File: src/rtl/toggle_rx_pkg.sv
// toggle_rx_pkg: shared types, default sizes and level-width helper for the toggle handshake receiver
package toggle_rx_pkg;
  typedef enum logic {IDLE, STALL} rx_state_t;
  localparam int DEF_DATA_W = 8;
  localparam int DEF_DEPTH = 4;
  function automatic int LEVEL_W(input int depth);
    return $clog2(depth) + 1;
  endfunction
endpackage

File: src/rtl/toggle_rx_fifo.sv
// toggle_rx_fifo: power-of-2 FIFO with a registered head word
// Ports: clk, rst (async active-low), push/din write, pop read, full/empty/level status, head = oldest word.
// head holds its last value once the FIFO drains; a push into an empty FIFO appears on head after the edge.
module toggle_rx_fifo
  import toggle_rx_pkg::*;
#(
  parameter int DATA_W = DEF_DATA_W,
  parameter int DEPTH = DEF_DEPTH
) (
  input  logic                        clk,
  input  logic                        rst,
  input  logic                        push,
  input  logic                        pop,
  input  logic [DATA_W-1:0]           din,
  output logic                        full,
  output logic                        empty,
  output logic [LEVEL_W(DEPTH)-1:0]   level,
  output logic [DATA_W-1:0]           head
);
  localparam int AW = $clog2(DEPTH);
  localparam int LW = LEVEL_W(DEPTH);
  logic [DATA_W-1:0] mem [DEPTH];
  logic [AW-1:0] rd, wr;
  assign full = level == LW'(DEPTH);
  assign empty = level == '0;
  always_ff @(posedge clk)
    if (push) mem[wr] <= din;
  always_ff @(posedge clk or negedge rst)
    if (!rst) begin
      rd <= '0;
      wr <= '0;
      level <= '0;
      head <= '0;
    end else begin
      if (push) wr <= wr + 1'b1;
      if (pop) rd <= rd + 1'b1;
      level <= level + LW'(push) - LW'(pop);
      // next head after a pop: the stored successor, else the word arriving this edge, else keep the old one
      if (pop) head <= (level > LW'(1)) ? mem[rd + 1'b1] : push ? din : head;
      else if (empty && push) head <= din;
    end
endmodule

File: src/rtl/toggle_handshake_receiver.sv
// toggle_handshake_receiver: two-phase toggle handshake receiver feeding a valid/ready FIFO
// Ports: clk, rst (async active-low); req_toggle/req_data from transmitter, ack_toggle back;
// out_valid/out_ready/out_data downstream; fifo_level occupancy, rx_count accepted words, proto_err sticky.
module toggle_handshake_receiver
  import toggle_rx_pkg::*;
#(
  parameter int DATA_W = DEF_DATA_W,
  parameter int DEPTH = DEF_DEPTH,
  parameter int SYNC_STAGES = 2
) (
  input  logic                        clk,
  input  logic                        rst,
  input  logic                        req_toggle,
  input  logic [DATA_W-1:0]           req_data,
  output logic                        ack_toggle,
  output logic                        out_valid,
  input  logic                        out_ready,
  output logic [DATA_W-1:0]           out_data,
  output logic [LEVEL_W(DEPTH)-1:0]   fifo_level,
  output logic [31:0]                 rx_count,
  output logic                        proto_err
);
  logic [SYNC_STAGES-1:0] sync;
  logic req_prev, ev, pop, push, can_push, full, empty;
  rx_state_t state;
  assign ev = sync[SYNC_STAGES-1] != req_prev;
  assign out_valid = !empty;
  assign pop = !empty && out_ready;
  // a full FIFO still takes a word when the head leaves in the same cycle
  assign can_push = !full || pop;
  // a stalled word is retried only while the transmitter stays quiet; a second toggle drops it
  assign push = (state == IDLE) ? ev && can_push : !ev && can_push;
  always_ff @(posedge clk or negedge rst)
    if (!rst) begin
      sync <= '0;
      req_prev <= 1'b0;
      ack_toggle <= 1'b0;
      rx_count <= '0;
      proto_err <= 1'b0;
      state <= IDLE;
    end else begin
      sync <= {sync[SYNC_STAGES-2:0], req_toggle};
      req_prev <= sync[SYNC_STAGES-1];
      if (push) begin
        ack_toggle <= !ack_toggle;
        rx_count <= rx_count + 32'd1;
      end
      if (ev && state == STALL) proto_err <= 1'b1;
      state <= (state == IDLE && ev && !can_push) ? STALL : (state == STALL && (ev || can_push)) ? IDLE : state;
    end
  toggle_rx_fifo #(.DATA_W(DATA_W), .DEPTH(DEPTH)) u_fifo (
    .clk(clk),
    .rst(rst),
    .push(push),
    .pop(pop),
    .din(req_data),
    .full(full),
    .empty(empty),
    .level(fifo_level),
    .head(out_data)
  );
endmodule

File: config.mk
export PLATFORM = sky130hd
export DESIGN_NAME = toggle_handshake_receiver
export DESIGN_NICKNAME = d
export VERILOG_FILES = /design/src/rtl/toggle_rx_pkg.sv /design/src/rtl/toggle_rx_fifo.sv /design/src/rtl/toggle_handshake_receiver.sv
export SDC_FILE = /design/constraint.sdc
export NUM_CORES = 1
export LEC_CHECK = 0
export ABC_AREA = 1
export BUFFER_PORTS_ARGS = -buffer_cell sky130_fd_sc_hd__buf_4
export CORE_MARGIN = 2
export CORE_UTILIZATION = 52
export DETAILED_ROUTE_END_ITERATION = 10
export PLACE_DENSITY_LB_ADDON = 0.2
export SYNTH_ARGS = -nofsm -noshare
export SYNTH_HDL_FRONTEND = slang
export SYNTH_HIERARCHICAL = 1
export SYNTH_SLANG_ARGS = --single-unit
File: constraint.sdc
create_clock -name clk -period 2.1 [get_ports clk]
set_input_delay 0.315 -clock clk [delete_from_list [all_inputs] [get_ports clk]]
set_output_delay 0.315 -clock clk [all_outputs]
set_load 0.01 [all_outputs]
* Yosys cells after proc, flatten, opt, wreduce, memory -nomap -nowiden *
Memories as Yosys holds them, arrays and structs flattened.
Cells that the tools add are included.

word-level totals
  memory bits (writable) = 32
  bits of input ports = 12
  register bits = 53
  output and inout bits = 46
  memories = 1
  word-level logic and storage cells = 49

memories
  name        depth  width  rd ports  clocked after memory_dff  write ports  line                  text
  u_fifo.mem  4      8      1         0                         1            toggle_rx_fifo.sv:22  logic [DATA_W-1:0] mem [DEPTH];

operators by class
  reductions and logical operators = 19
  bitwise operators = 1
  add/sub/neg operators = 5
  magnitude comparators = 1
  multiplexer cells = 9
  eq/ne operators = 3

operators with widths
  operator               number
  $add 32x1->32 const B  1
  $mux 8                 4
  $logic_and 1x1->1      8
  $logic_not 1->1        5
  $mux 1                 5
  $add 2x1->2 const B    2
  $reduce_bool 2->1      2
  $add 3x1->3            1
  $eq 3x3->1 const B     1
  $gt 3x1->1 const B     1
  $logic_not 3->1        1
  $ne 3x1->1 const B     1
  $sub 3x1->3            1
  $logic_or 1x1->1       2
  $reduce_and 2->1       1
  $ne 1x1->1             1
  $not 1->1              1

* Longest topological paths before layout *
  depth in word-level cells = 9
  gate-level depth with buffers = 14
  mapped depth without buffers = 13

* Modules after synthesis *
Netlist, hierarchy kept.

by module, submodules not included
  module                     cells an instance  instances  area an instance (um2)
  toggle_rx_fifo             211                1          2148.3
  toggle_handshake_receiver  256                1          2062.0

* Worst setup path before layout *
Ideal clock, no wire load.

  path type = reg-to-reg
  from = reg u_fifo.level[1]
  to = reg u_fifo.level[2]
  cell stages (with the launch flop) = 13
  arrival = 2043 ps
  data required time = 1978 ps
  slack = -65 ps
  setup time = 122 ps
  clock period less this slack = 2165 ps
  path through = dfrtp_1 inv_1 nand3_1 inv_1 inv_1 nand2_1 inv_1 ha_1 inv_1 ha_1 inv_1 fa_1 xor2_1

between the ends
  word-level cells in the longest chain between the ends = 8

ends and longest elaborated chain
  element                 line                             text
  start, declared         toggle_rx_fifo.sv:17             output logic [LEVEL_W(DEPTH)-1:0] level,
  start signal, assigned  toggle_rx_fifo.sv:37             level <= level + LW'(push) - LW'(pop);
  $logic_not 3->1 (*)     toggle_rx_fifo.sv:25             assign empty = level == '0;
  via empty               toggle_handshake_receiver.sv:24  logic req_prev, ev, pop, push, can_push, full, empty;
  $logic_not 1->1 (*)     -
  via out_valid           toggle_handshake_receiver.sv:16  output logic out_valid,
  $logic_and 1x1->1 (*)   toggle_handshake_receiver.sv:28  assign pop = !empty && out_ready;
  via pop                 toggle_handshake_receiver.sv:24
  $logic_or 1x1->1        toggle_handshake_receiver.sv:30  assign can_push = !full || pop;
  $logic_and 1x1->1       toggle_handshake_receiver.sv:32  assign push = (state == IDLE) ? ev && can_push : !ev && can_push;
  $mux 1                  toggle_handshake_receiver.sv:32
  $add 3x1->3             toggle_rx_fifo.sv:37
  $sub 3x1->3 (*)         toggle_rx_fifo.sv:37

Mark *: on every way through the listed nets, which the timed path passes. The rest lies on a longest branch.
A chain may end at the register's enable or synchronous reset.

* Final worst setup path *
  from = reg sync[1]
  to = reg u_fifo.level[2]

between the ends
  word-level cells in the longest chain between the ends = 6

ends and longest elaborated chain
  element                 line                             text
  start, declared         toggle_handshake_receiver.sv:23  logic [SYNC_STAGES-1:0] sync;
  start signal, assigned  toggle_handshake_receiver.sv:42  sync <= {sync[SYNC_STAGES-2:0], req_toggle};
  $ne 1x1->1 (*)          toggle_handshake_receiver.sv:26  assign ev = sync[SYNC_STAGES-1] != req_prev;
  $logic_not 1->1         toggle_handshake_receiver.sv:32
  $logic_and 1x1->1       toggle_handshake_receiver.sv:32
  $mux 1 (*)              toggle_handshake_receiver.sv:32
  via push                toggle_handshake_receiver.sv:24
  $add 3x1->3 (*)         toggle_rx_fifo.sv:37
  $sub 3x1->3 (*)         toggle_rx_fifo.sv:37

Marked as above.

==> reports/results.ini <==
[floorplan]
rows = 32
start_util_pct = 54.2
die_h_um = 94.0
coreArea_um2 = 7770
dieArea_um2 = 8830
dieWidth_um = 94.0
io-pin-count = 58

[layout]
multi_input_area_um2 = 1680
finalNetCount = 564
regArea_um2 = 2290
fin_area_um2 = 5000
final_util_pct = 64.4
fillCellCount = 674
drive_gt1_share_pct = 22.2
final-instance-count-excl-fill = 647
syn_to_final_growth_pct = 18.8
diodes = 0

[worst_setup_path]
cp_max_fo = 3
arrival_ns = 2.25
end_kind = flop
criticalPathCategory = reg -> reg
crit_required_ns = 2.34
slowest_delay_ns = 0.41
critPathSlowestCell = dfrtp_1
cp_cell_sequence = xnor2_2, inv_1, ha_1, inv_1, nand2_4, inv_2, ha_1, inv_1, fa_1, xor2_1
cpMostUsedCell = inv_1
start_kind = flop
critPathLaunch = sync[1]
reg2reg_from = sync[1]

[synthesis]
syn_nets = 491
syn-cell-area_um2 = 4210
ys.warnings.count = 6
ys_types = 27
synthCells = 467
synth_area_per_cell_um2 = 9.02
ys_ff_latch = 85
synth_seq_area_share_pct = 54.3

[grt]
track_usage_pct = 21.5
grt_overflow_total = 0
grt_pass1_wl_um = 14700
antenna_found_initial = 0
grt_pass1_vias = 3253
grt_start_max_net_pins = 54

[run]
cap_violations = 0

[outcome]
failed_checks = negative hold slack
status = finished, violations left

[place]
placed_area_um2 = 4780
port_buffers = 57
placed_cells_incl_taps = 628
hpwl_um = 6550
place_congestion = 0.855

[min_path]
hp-class = in -> async

[sta]
hold_viol_final = 8
fin_skew_ns = 0.00854
tightest_slew_ns = 0.673
slew-limit-headroom_pct = 55.1
slew_violations = 0
finalCritPeriodShare_pct = 95.5
holdWs_ns = -0.00222
period_minus_slack_ns = 2.01
timing.fmax_ghz = 0.498
setup_viol = 0

[clock_tree]
tritoncts = yes
htree_levels = 3
clock_path_buffers = 2
path_clk_slew_ns = 0.08
cts_inserted_buffers = 9
clock_latency_ns = 0.35
numClockSinks = 85
cts_hold_buf = 0
cts_root_buf = clkbuf_8

[route]
via_count = 3244
drt_wl_total_um = 8990
drt_drc_violations_left = 0
avgViaCountPerCell = 5.01
firstDrtPassIters = 4
ant_nets = 0
wl_per_cell_um = 13.9
drtIter0Drc = 207

[power]
ir_worst_vdd_v = 0.000489
leakagePower_uw = 0.00243
power_per_cell_area_nw_per_um2 = 1100

-- through the flow --
step	setup slack, ns	power (uW)	setup TNS (ns)
global placement	0.128	4340	0
floorplan	0.0142	3680	0
finish	0.0936	5480	0
global route	-0.0250	5870	-0.0305
detailed placement	0.0320	4420	0
CTS	0.0215	5440	0
-- cell usage in the layout, fill, tap and decap left out, types with 4 or more instances in the layout --
master / instances
nand2_1: 158
xor2_1: 14
nand2_2: 10
xnor2_1: 10
buf_4: 66
ha_1: 11
clkbuf_8: 10
nor3_1: 4
nand3_1: 40
nand4_1: 10
nor2_2: 6
inv_1: 51
inv_2: 9
nor2_4: 8
nor2_1: 29
dfrtp_1: 53
edfxtp_1: 32
-- metal layers --
layer	GRT usage [%]	share of wire [%]	vias up
li1	-	-	1617
met1	27.2	43	1542
met2	37.5	51	79
met3	3.61	4.8	6
met4	7.37	0.68	0
met5	0	0	-
-- path summary, 6_finish.rpt --
check | to | slack [ns] | depth (start not counted)
worst max-delay path | u_fifo/level[2] | 0.09 | 10
worst min-delay path | u_fifo/level[0] | -0.002 | 1
worst max register to register | u_fifo/level[2] | 0.09 | 10
worst min register to register | sync[1] | 0.36 | 0
max in group asynchronous | u_fifo/head[2] | 1.65 | 1
min in group clk | sync[0] | 0.07 | 1
-- where the power goes --
part / switching (uW) / internal [uW] / leakage (uW)
Combinational: 1270 / 837 / 0.00138
Sequential: 225 / 2120 / 0.000972
Clock: 567 / 465 / 0.0000836
Total: 2060 / 3420 / 0.00243
-- cell families (layout without fill, tap and decap cells) --
kind of cell    after synthesis  count (layout)  synth area share [%]
compound gates                4               4                 0.535
buf+inv                      66             144                  6.42
simple gates                275             275                  29.8
xor+xnor                     25              25                  5.20
flops                        85              85                  54.3
fa+ha+maj                    12              12                  3.74
-- sequential cells by signal, indices dropped and copies added (netlist names) --
name	cells
rx_count	32
u_fifo/mem	32
u_fifo/head	8
u_fifo/level	3
sync	2
u_fifo/rd	2
u_fifo/wr	2
ack_toggle	1
proto_err	1
req_prev	1
state	1
-- cell type report --
class	instances	area share (%)
inverter	61	4.60
multi-input combinational	316	33.6
clock inverter	3	0.425
clock buffer	13	2.98
tap	102	2.55
timing repair buffer	67	10.1
sequential	85	45.7
-- worst max-delay path, delay by kind of cell, from the launching register on --
kind | cells | cell delay (ns)
fa+ha+maj | 3 | 0.78
simple gates | 1 | 0.06
flops | 1 | 0.41
xor+xnor | 2 | 0.36
buf+inv | 4 | 0.31
-- cells in the mapped netlist --
library cell | number | share of area (%)
dfrtp_1 | 53 | 32
nor4_1 | 1 | 0.15
o21ai_0 | 3 | 0.36
nand2_1 | 159 | 14
fa_1 | 1 | 0.48
inv_1 | 57 | 5.1
nor2_2 | 8 | 1.2
nor2_4 | 6 | 1.6
nor2_1 | 29 | 2.6
nand3b_1 | 3 | 0.53
nand4_1 | 10 | 1.5
nand3_1 | 41 | 4.9
buf_4 | 1 | 0.18
buf_2 | 2 | 0.24
clkinv_2 | 1 | 0.12
nor3_1 | 4 | 0.48
buf_6 | 2 | 0.53
edfxtp_1 | 32 | 23
a211oi_1 | 1 | 0.18
nand2_2 | 9 | 1.3
inv_2 | 3 | 0.27
xnor2_1 | 11 | 2.3
or2_2 | 1 | 0.15
nand3_4 | 1 | 0.42
ha_1 | 11 | 3.3
xor2_1 | 14 | 2.9
nand2_4 | 3 | 0.80
-- timing repair --
action,CTS,global route
endpoints found under the hold margin,0,0
setup endpoints to repair,0,51
setup buffers,0,3
gates resized for setup,0,10
Note: power is estimated with default switching activity, not from simulation.
